File: src/rtl/gtrg_rdout_seq_if.sv
// Bus between the GTRG readout sequencer and its surroundings: FIFO head, source
// readout handshake and the header/trailer word stream.
interface gtrg_rdout_seq_if;
  // GTRG FIFO side
  logic        EMPTY_B;
  logic [16:0] DAVSOUT;
  logic [11:0] BXCOUNTOUT;
  logic [3:0]  CFEBBX;
  logic        POP;

  // Source readout side
  logic [6:0]  SRCMASK;
  logic [6:0]  RDDONE;
  logic [6:0]  RDREQ;

  // Word stream towards the DMB data path
  logic [15:0] WORD;
  logic        WORD_VALID;
  logic        WORD_RDY;

  // Status
  logic        BUSY;
  logic [6:0]  TOERR;
  logic [15:0] EVTCNT;

  // Sequencer side
  modport master (
    input  EMPTY_B, DAVSOUT, BXCOUNTOUT, CFEBBX, SRCMASK, RDDONE, WORD_RDY,
    output POP, RDREQ, WORD, WORD_VALID, BUSY, TOERR, EVTCNT
  );

  // FIFO / sources / downstream side
  modport slave (
    output EMPTY_B, DAVSOUT, BXCOUNTOUT, CFEBBX, SRCMASK, RDDONE, WORD_RDY,
    input  POP, RDREQ, WORD, WORD_VALID, BUSY, TOERR, EVTCNT
  );
endinterface

File: src/rtl/gtrg_rdout_seq.sv
// GTRG FIFO consumer: pops one L1A entry, emits a 3-word header, walks the flagged
// sources with a per-source readout timeout, then emits a trailer word.
module gtrg_rdout_seq #(
  parameter int TMO_W   = 8,
  parameter int TMO_MAX = 200
) (
  input logic              CLK,
  input logic              RST,
  gtrg_rdout_seq_if.master bus
);

  typedef enum logic [3:0] {
    IDLE,
    SETTLE,
    CAPT,
    H1,
    H2,
    H3,
    SCAN,
    REQ,
    TRL
  } state_t;

  localparam logic [2:0] LAST_IDX = 3'd6;

  state_t           state;

  // Event registers, frozen from CAPT until the trailer is accepted
  logic [16:0]      dav;
  logic [11:0]      bx;
  logic [3:0]       cfebbx;
  logic [6:0]       toerr;

  logic [2:0]       idx;
  logic [TMO_W-1:0] tmo;

  logic [6:0]       flags;
  logic [6:0]       sel;
  logic [6:0]       toerr_upd;
  logic             need;
  logic             done_hit;
  logic             expire;
  logic             last;
  logic             xfer;
  logic [15:0]      h2_word;
  logic [15:0]      h3_word;
  logic [15:0]      trl_word;

  // NOTE: every signal written here gets a default first, so no latch is inferred.
  always_comb begin
    flags     = {dav[5:1], dav[0], dav[16]};
    sel       = 7'b000_0001 << idx;
    need      = |(flags & ~bus.SRCMASK & sel);
    done_hit  = |(bus.RDDONE & sel);
    expire    = (tmo == TMO_W'(TMO_MAX));
    last      = (idx == LAST_IDX);
    xfer      = bus.WORD_VALID & bus.WORD_RDY;

    // Done wins over expiry in the same cycle; only a bare expiry flags the source.
    toerr_upd = toerr;
    if ((state == REQ) && expire && !done_hit) begin
      toerr_upd = toerr | sel;
    end

    h2_word   = {4'hA, dav[16], dav[0], dav[5:1], dav[15:11]};
    h3_word   = {4'hB, cfebbx, 3'b000, dav[10:6]};
    trl_word  = {4'hE, 5'b0_0000, toerr_upd};
  end

  // NOTE: state and registered outputs use non-blocking assignments so every update lands on the clock edge together.
  always_ff @(posedge CLK or posedge RST) begin
    if (RST) begin
      state          <= IDLE;
      dav            <= '0;
      bx             <= '0;
      cfebbx         <= '0;
      toerr          <= '0;
      idx            <= '0;
      tmo            <= '0;
      bus.POP        <= 1'b0;
      bus.RDREQ      <= '0;
      bus.WORD       <= '0;
      bus.WORD_VALID <= 1'b0;
      bus.BUSY       <= 1'b0;
      bus.TOERR      <= '0;
      bus.EVTCNT     <= '0;
    end else begin
      case (state)
        IDLE: begin
          if (bus.EMPTY_B) begin
            state    <= SETTLE;
            bus.BUSY <= 1'b1;
          end
        end

        // Head data needs two edges after EMPTY_B rises; the pop strobe is
        // only raised if the FIFO still reports data.
        SETTLE: begin
          if (bus.EMPTY_B) begin
            state   <= CAPT;
            bus.POP <= 1'b1;
          end else begin
            state    <= IDLE;
            bus.BUSY <= 1'b0;
          end
        end

        CAPT: begin
          dav            <= bus.DAVSOUT;
          bx             <= bus.BXCOUNTOUT;
          cfebbx         <= bus.CFEBBX;
          toerr          <= '0;
          bus.POP        <= 1'b0;
          bus.WORD       <= {4'h9, bus.BXCOUNTOUT};
          bus.WORD_VALID <= 1'b1;
          state          <= H1;
        end

        H1: begin
          if (xfer) begin
            bus.WORD <= h2_word;
            state    <= H2;
          end
        end

        H2: begin
          if (xfer) begin
            bus.WORD <= h3_word;
            state    <= H3;
          end
        end

        H3: begin
          if (xfer) begin
            bus.WORD       <= '0;
            bus.WORD_VALID <= 1'b0;
            idx            <= '0;
            state          <= SCAN;
          end
        end

        SCAN: begin
          if (need) begin
            bus.RDREQ <= sel;
            tmo       <= '0;
            state     <= REQ;
          end else if (last) begin
            bus.WORD       <= trl_word;
            bus.WORD_VALID <= 1'b1;
            state          <= TRL;
          end else begin
            idx <= idx + 3'd1;
          end
        end

        REQ: begin
          if (done_hit || expire) begin
            bus.RDREQ <= '0;
            toerr     <= toerr_upd;
            if (last) begin
              bus.WORD       <= trl_word;
              bus.WORD_VALID <= 1'b1;
              state          <= TRL;
            end else begin
              idx   <= idx + 3'd1;
              state <= SCAN;
            end
          end else begin
            tmo <= tmo + 1'b1;
          end
        end

        TRL: begin
          if (xfer) begin
            bus.WORD       <= '0;
            bus.WORD_VALID <= 1'b0;
            bus.TOERR      <= toerr;
            bus.EVTCNT     <= bus.EVTCNT + 16'd1;
            bus.BUSY       <= 1'b0;
            state          <= IDLE;
          end
        end

        default: begin
          state    <= IDLE;
          bus.BUSY <= 1'b0;
        end
      endcase
    end
  end

  // Interface contract seen from the sequencer side
  a_pop_nonempty: assert property (@(posedge CLK) disable iff (RST)
    bus.POP |-> bus.EMPTY_B);

  a_rdreq_onehot: assert property (@(posedge CLK) disable iff (RST)
    $onehot0(bus.RDREQ));

  a_word_hold: assert property (@(posedge CLK) disable iff (RST)
    (bus.WORD_VALID && !bus.WORD_RDY) |=> (bus.WORD_VALID && $stable(bus.WORD)));

endmodule

File: src/flat_wrapper.sv
// flat-port wrapper written by rule: the top's interface ports become plain ports
module gtrg_rdout_seq_flat 
#(
  parameter int TMO_W   = 8,
  parameter int TMO_MAX = 200
)
  (CLK, RST, bus_EMPTY_B, bus_DAVSOUT, bus_BXCOUNTOUT, bus_CFEBBX, bus_SRCMASK, bus_RDDONE, bus_WORD_RDY, bus_POP, bus_RDREQ, bus_WORD, bus_WORD_VALID, bus_BUSY, bus_TOERR, bus_EVTCNT);
  gtrg_rdout_seq_if bus_i ();
  input logic CLK;
  input logic RST;
  input wire logic [$bits(bus_i.EMPTY_B)-1:0] bus_EMPTY_B;
  input wire logic [$bits(bus_i.DAVSOUT)-1:0] bus_DAVSOUT;
  input wire logic [$bits(bus_i.BXCOUNTOUT)-1:0] bus_BXCOUNTOUT;
  input wire logic [$bits(bus_i.CFEBBX)-1:0] bus_CFEBBX;
  input wire logic [$bits(bus_i.SRCMASK)-1:0] bus_SRCMASK;
  input wire logic [$bits(bus_i.RDDONE)-1:0] bus_RDDONE;
  input wire logic [$bits(bus_i.WORD_RDY)-1:0] bus_WORD_RDY;
  output wire logic [$bits(bus_i.POP)-1:0] bus_POP;
  output wire logic [$bits(bus_i.RDREQ)-1:0] bus_RDREQ;
  output wire logic [$bits(bus_i.WORD)-1:0] bus_WORD;
  output wire logic [$bits(bus_i.WORD_VALID)-1:0] bus_WORD_VALID;
  output wire logic [$bits(bus_i.BUSY)-1:0] bus_BUSY;
  output wire logic [$bits(bus_i.TOERR)-1:0] bus_TOERR;
  output wire logic [$bits(bus_i.EVTCNT)-1:0] bus_EVTCNT;
  assign bus_i.EMPTY_B = bus_EMPTY_B;
  assign bus_i.DAVSOUT = bus_DAVSOUT;
  assign bus_i.BXCOUNTOUT = bus_BXCOUNTOUT;
  assign bus_i.CFEBBX = bus_CFEBBX;
  assign bus_i.SRCMASK = bus_SRCMASK;
  assign bus_i.RDDONE = bus_RDDONE;
  assign bus_i.WORD_RDY = bus_WORD_RDY;
  assign bus_POP = bus_i.POP;
  assign bus_RDREQ = bus_i.RDREQ;
  assign bus_WORD = bus_i.WORD;
  assign bus_WORD_VALID = bus_i.WORD_VALID;
  assign bus_BUSY = bus_i.BUSY;
  assign bus_TOERR = bus_i.TOERR;
  assign bus_EVTCNT = bus_i.EVTCNT;
  gtrg_rdout_seq #(.TMO_W(TMO_W), .TMO_MAX(TMO_MAX)) u_core (.CLK(CLK), .RST(RST), .bus(bus_i));
endmodule
File: config.mk
export PLATFORM = sky130hd
export DESIGN_NAME = gtrg_rdout_seq_flat
export DESIGN_NICKNAME = d
export VERILOG_FILES = /design/src/rtl/gtrg_rdout_seq_if.sv /design/src/rtl/gtrg_rdout_seq.sv /design/src/flat_wrapper.sv
export SDC_FILE = /design/constraint.sdc
export NUM_CORES = 1
export LEC_CHECK = 0
export BUFFER_PORTS_ARGS = -buffer_cell sky130_fd_sc_hd__buf_2
export CAP_MARGIN = 20
export CORE_MARGIN = 8
export CORE_UTILIZATION = 35
export CTS_CLUSTER_SIZE = 8
export DETAILED_ROUTE_END_ITERATION = 10
export GPL_ROUTABILITY_DRIVEN = 1
export GPL_TIMING_DRIVEN = 0
export HOLD_SLACK_MARGIN = 0.12
export PLACE_DENSITY = 0.65
export SYNTH_ARGS = -nofsm -noshare
export SYNTH_HDL_FRONTEND = slang
export SYNTH_SLANG_ARGS = --single-unit
export TNS_END_PERCENT = 10
File: constraint.sdc
create_clock -name CLK -period 5.6 [get_ports CLK]
set_input_delay 0.56 -clock CLK [delete_from_list [all_inputs] [get_ports CLK]]
set_output_delay 0.56 -clock CLK [all_outputs]
set_load 0.005 [all_outputs]
# Yosys cells after proc, flatten, opt, wreduce, memory -nomap -nowiden
# Cells that the tools add are included.
[classes]
reduce_logical = 25
n_eq_ne = 23
shifts = 1
muxes = 41
n_bitwise = 7
addsub = 3
[ops]
columns = ["op", "n"]
rows = [
  ["$mux 16", 6],
  ["$pmux 16 s6", 1],
  ["$mux 4", 9],
  ["$pmux 4 s9", 1],
  ["$mux 7", 4],
  ["$pmux 7 s2", 2],
  ["$and 7x7->7", 3],
  ["$add 16x1->16 const B", 1],
  ["$eq 4x3->1 const B", 4],
  ["$mux 8", 2],
  ["$pmux 8 s2", 1],
  ["$reduce_or 7->1", 2],
  ["$mux 3", 4],
  ["$ne 2x1->1 const B", 6],
  ["$ne 2x2->1 const B", 6],
  ["$reduce_and 4->1", 3],
  ["$pmux 3 s3", 1],
  ["$add 8x1->8 const B", 1],
  ["$eq 4x2->1 const B", 2],
  ["$eq 8x8->1 const B", 1],
  ["$pmux 1 s4", 2],
  ["$not 7->7", 1],
  ["$or 7x7->7", 1],
  ["$reduce_and 7->1", 1],
  ["24 further kinds", 35],
]
[totals]
output_inout_bits = 49
register_bits = 92
input_bits = 51
elab_cells = 113

# Logic depth before layout (Yosys ltp)
[logic_depth]
word_depth = 9
mapped_depth = 11
ltp_nobuf = 7

# Worst setup path after synthesis
# OpenSTA, ideal clock, no wires.
[synth_path]
kind = "flip-flop to flip-flop"
start = "register u_core.idx[2]"
end = "register u_core.bus.WORD[7]"
t_arrival_ns = 2.266
period_less_slack_ns = 2.391
setup_slack_ns = 3.209
required_time_ns = 5.475
stages_incl_launch_ff = 12
setup_time_ns = 0.125
path_buffers = 4
cell_sequence = "dfrtp_1 > buf_6 > buf_6 > inv_1 > ha_1 > nand3b_1 > o311ai_2 > o21ba_1 > buf_6 > a211oi_4 > buf_6 > mux2_4"
[synth_via]
elab_chain_cells = 6
word_cells_on_any_way = 14
cone_classes = "eq/ne: 3; shift: 1; mux: 4; bitwise: 2; reduce/logical: 4"
[synth_lines]
columns = ["element", "line_no", "rtl"]
rows = [
  ["start, declared", "gtrg_rdout_seq.sv:34", "logic [2:0] idx;"],
  ["start signal, assigned", "gtrg_rdout_seq.sv:152", "idx <= idx + 3'd1;"],
  ["start signal, assigned", "gtrg_rdout_seq.sv:165", "idx <= idx + 3'd1;"],
  ["$shl 1x3->7", "gtrg_rdout_seq.sv:52", "sel = 7'b000_0001 << idx;"],
  ["$and 7x7->7", "gtrg_rdout_seq.sv:54", "done_hit = |(bus.RDDONE & sel);"],
  ["$reduce_or 7->1", "gtrg_rdout_seq.sv:54", ""],
  ["$logic_or 1x1->1", "gtrg_rdout_seq.sv:157", "if (done_hit || expire) begin"],
  ["$ne 2x2->1 (no source line)", "n/a", ""],
  ["$reduce_and 6->1 (no source line)", "n/a", ""],
  ["end signal, assigned", "gtrg_rdout_seq.sv:114", "bus.WORD <= {4'h9, bus.BXCOUNTOUT};"],
  ["end signal, assigned", "gtrg_rdout_seq.sv:148", "bus.WORD <= trl_word;"],
  ["end signal, assigned", "gtrg_rdout_seq.sv:161", "bus.WORD <= trl_word;"],
  ["end, declared", "gtrg_rdout_seq_if.sv:29", "output POP, RDREQ, WORD, WORD_VALID, BUSY, TOERR, EVTCNT"],
]
# Several ways; a longest one is shown, not always the timed one. The select of a mux whose other input is x is not followed.
# A chain may end at the register's enable or synchronous reset.

# Worst setup path after layout
[layout_path]
start = "register u_core.idx[0]"
end = "register u_core.bus.WORD[7]"
# Same word-level chain as after synthesis.

==> impl_metrics.yaml <==
status:
  status: "completed"
worst_setup_path:
  reg2reg_to: "u_core.bus.WORD[7]$_DFFE_PP0P_"
  rr_worst_depth: 10
  end_kind: "flop"
  cp_cell_sequence: "inv_1, ha_1, buf_2, nand2b_1, o311ai_2, o21ba_1, buf_6, a211oi_4, buf_6, mux2_4"
  cpMaxStageDelayCell: "a211oi_4"
  crit_top_cell: "buf_6"
  slowest_delay_ns: 0.48
  cp_data_arrival_time_ns: 3.01
  rrSetupSlack_ns: 2.82
  crit_fanout: 10
  crit_type: "reg -> reg"
  worstPathRequired_ns: 5.84
  cp-start-kind: "flop"
  r2r_start: "u_core.idx[0]$_DFFE_PP0P_"
cts:
  cts_tree: "yes"
  post_cts_buffers: 0
  cts_resized: 0
  clk-insertion-delay-late_ns: 0.35
  cts.sinks: 92
  clkTransAtPathRegs_ns: 0.06
  htreeDepth: 3
  cts_buffers: 9
  holdBufCountCts: 0
  clockBufferDepth: 2
  cts_root_buf: "clkbuf_16"
placement:
  place_congestion: 0.8711
  io_buffers: 99
  place_hpwl_um: 10650
floorplanning:
  start_util: 0.3530
  core-area_um2: 13670
  die_w_um: 133.4
  die_height_um: 133.4
  die_area_um2: 17790
  rows: 43
  ioPinCount: 100
grt:
  grt_max_degree: 59
  antenna_found_initial: 0
  grt_pass1_vias: 4201
  gr-usage-all-layers: 0.1569
  grt_first_pass_wirelength_um: 22260
  grt-ovfl-total: 0
route:
  vias: 4022
  routed_via_density: 5.306
  first_pass_iters: 6
  wire_per_inst_um: 18.38
  drc_errors: 0
  drtIter0Drc: 287
  wl_um: 13930
  final_antenna_net_count: 0
cells_and_area:
  final_nets: 632
  diodes: 0
  fill_cells: 1390
  area_delta_synth_final_pct: 21.17
  drive_gt1_frac: 0.2889
pwr:
  max-vdd-ir-drop_mv: 0.3339
  cellLeakagePower_nw: 2.729
  total_power_w: 0.002810
  power_density_nw_per_um2: 480.7
synthesis:
  synth_compound_area_frac: 0.1287
  netlist_area_um2: 4823
  synthFlopType: "dfrtp_1"
  yosysUniqueCellTypes: 61
  yosysWarnings: 0
  synth_adder_area_share: 0.02075
  synth_edf_count: 0
  async_reset_ff_frac: 1.000
  synthesis.instances: 462
  yosys.area_share.simple: 0.1829
  synth.avg_cell_area_um2: 10.44
  synthXorXnorAreaFrac: 0.03632
  syn_nets: 521
  synth_top_family_by_area: "simple AND/OR/NAND/NOR gates"
  yosysSeqAreaShare: 0.4773
  synthMuxAreaShare: 0.1043
  ys_seq_elements: 92
sta:
  setup_viol: 0
  hold_violations: 0
  fin_skew_ns: 0.007487
  max_freq_ghz: 0.3600
  min_period_ns: 2.778
  worst_pin_slew_ns: 0.8149
  slew_headroom: 0.4556
  slew_violations: 0
  hold_ws_ns: 0.2322
  tns_ns: 0
  rsz0062_at_grt: "false"
  period_share: 0.4960
worst_hold_path:
  hold_class: "in -> async"
job:
  max_cap_viol_count: 0
[routing by layer]
layer | share of wire | vias to the layer above | GRT usage
met4 | 0.026 | 0 | 0.05926
met1 | 0.42 | 1965 | 0.1894
li1 | - | 1886 | -
met2 | 0.48 | 142 | 0.2538
met5 | 0 | - | 0
met3 | 0.071 | 29 | 0.05233
[placed cells by master, fill, tap and decap left out, types with 3 or more instances in the layout]
| cell | Yosys | routed |
|---|---|---|
| a21oi_1 | 16 | 16 |
| a221oi_1 | 4 | 4 |
| a22o_1 | 3 | 3 |
| a22oi_1 | 7 | 7 |
| a31oi_1 | 3 | 3 |
| and3_1 | 7 | 7 |
| buf_2 | 6 | 105 |
| buf_6 | 4 | 4 |
| clkbuf_1 | 14 | 15 |
| clkbuf_16 | 0 | 9 |
| clkinvlp_4 | 0 | 3 |
| dfrtp_1 | 92 | 92 |
| ha_1 | 8 | 8 |
| inv_1 | 24 | 23 |
| mux2_2 | 28 | 28 |
| mux2i_1 | 15 | 15 |
| nand2_1 | 47 | 47 |
| nand2b_1 | 6 | 6 |
| nand3_1 | 13 | 13 |
| nand3b_1 | 5 | 5 |
| nand4_1 | 6 | 6 |
| nand4b_1 | 4 | 4 |
| nor2_1 | 32 | 32 |
| nor3_1 | 3 | 3 |
| nor3b_1 | 3 | 3 |
| nor4_1 | 9 | 9 |
| nor4b_1 | 3 | 3 |
| o21ai_0 | 12 | 12 |
| o22ai_1 | 12 | 12 |
| o2bb2ai_1 | 14 | 14 |
| or3_1 | 3 | 3 |
| xnor2_1 | 17 | 17 |
| xor2_1 | 3 | 3 |
[synth_stat cells (7+ instances only)]
| cell | count | area (µm²) |
|---|---|---|
| o2bb2ai_1 | 14 | 122.6 |
| nand3_1 | 13 | 65.06 |
| and3_1 | 7 | 43.79 |
| ha_1 | 8 | 100.1 |
| a22oi_1 | 7 | 52.55 |
| mux2i_1 | 15 | 150.1 |
| inv_1 | 24 | 90.09 |
| nor4_1 | 9 | 56.30 |
| dfrtp_1 | 92 | 2302 |
| clkbuf_1 | 14 | 52.55 |
| o21ai_0 | 12 | 60.06 |
| xnor2_1 | 17 | 148.9 |
| mux2_2 | 28 | 315.3 |
| o22ai_1 | 12 | 75.07 |
| nor2_1 | 32 | 120.1 |
| a21oi_1 | 16 | 80.08 |
| nand2_1 | 47 | 176.4 |
[worst max path at each step]
| stage | startpoint | slack (ns) | to |
|---|---|---|---|
| 2_1_floorplan | RST | 2.65 | u_core.bus.BUSY$_DFFE_PP0P_ |
| 3_3_place_gp | RST | 1.54 | u_core.bus.WORD[7]$_DFFE_PP0P_ |
| 3_5_place_dp | u_core.idx[2]$_DFFE_PP0P_ | 2.83 | u_core.bus.WORD[7]$_DFFE_PP0P_ |
| 4_1_cts | u_core.idx[2]$_DFFE_PP0P_ | 2.82 | u_core.bus.WORD[7]$_DFFE_PP0P_ |
| 5_1_grt | u_core.idx[2]$_DFFE_PP0P_ | 2.65 | u_core.bus.WORD[7]$_DFFE_PP0P_ |
| 6_report | u_core.idx[0]$_DFFE_PP0P_ | 2.82 | u_core.bus.WORD[7]$_DFFE_PP0P_ |
[per-stage QoR]
step           worst slack [ns]  instances  instance area [µm²]    util
6_report                  2.822        758                 5844  0.4277
5_1_grt                   2.649        758                 5844  0.4277
4_1_cts                   2.821        758                 5844  0.4277
3_5_place_dp              2.834        742                 5574  0.4079
3_3_place_gp              1.540        741                 5544  0.4057
2_1_floorplan             2.648        462                 4823       -
[cells by family (layout without fill, tap and decap cells)]
family,count (synthesis),after routing
xor gates and xnor gates,20,20
AOI/OAI and AO/OA,87,87
and+or+nand+nor,157,157
adders and majority gates,8,8
buffers and inverters,52,168
muxes,46,46
DFF,92,92
[layout make-up]
cell class                 instances  area (µm²)  area share
sequential                        92        2302      0.3939
multi-input combinational        318        2281      0.3903
timing repair buffer             100       523.0     0.08949
clock buffer                      10       229.0     0.03918
tap                              180       225.2     0.03854
buffer                            28       150.1     0.02569
inverter                          24       92.59     0.01584
clock inverter                     6       41.29    0.007065
[state kept, by name (all words and copies together), names as in the netlist]
signal and count:
u_core.dav 17, u_core.bus.EVTCNT 16, u_core.bus.WORD 16, u_core.tmo 8, u_core.bus.RDREQ 7, u_core.bus.TOERR 7
u_core.toerr 7, u_core.cfebbx 4, u_core.state 4, u_core.idx 3, u_core.bus.BUSY 1, u_core.bus.POP 1
u_core.bus.WORD_VALID 1
[critical path: cells and delay by family (launching register included)]
family	cells	cell delay [ns]
flops	1	0.38
buf+inv	4	0.69
compound gates	3	0.86
fa+ha+maj	1	0.20
mux	1	0.31
simple gates	1	0.23
[where the power goes]
group          internal [W]  switching [W]
Clock              0.000300       0.000267
Combinational      0.000538       0.000710
Sequential         0.000858       0.000137
Note: power is estimated with default switching activity, not from simulation.
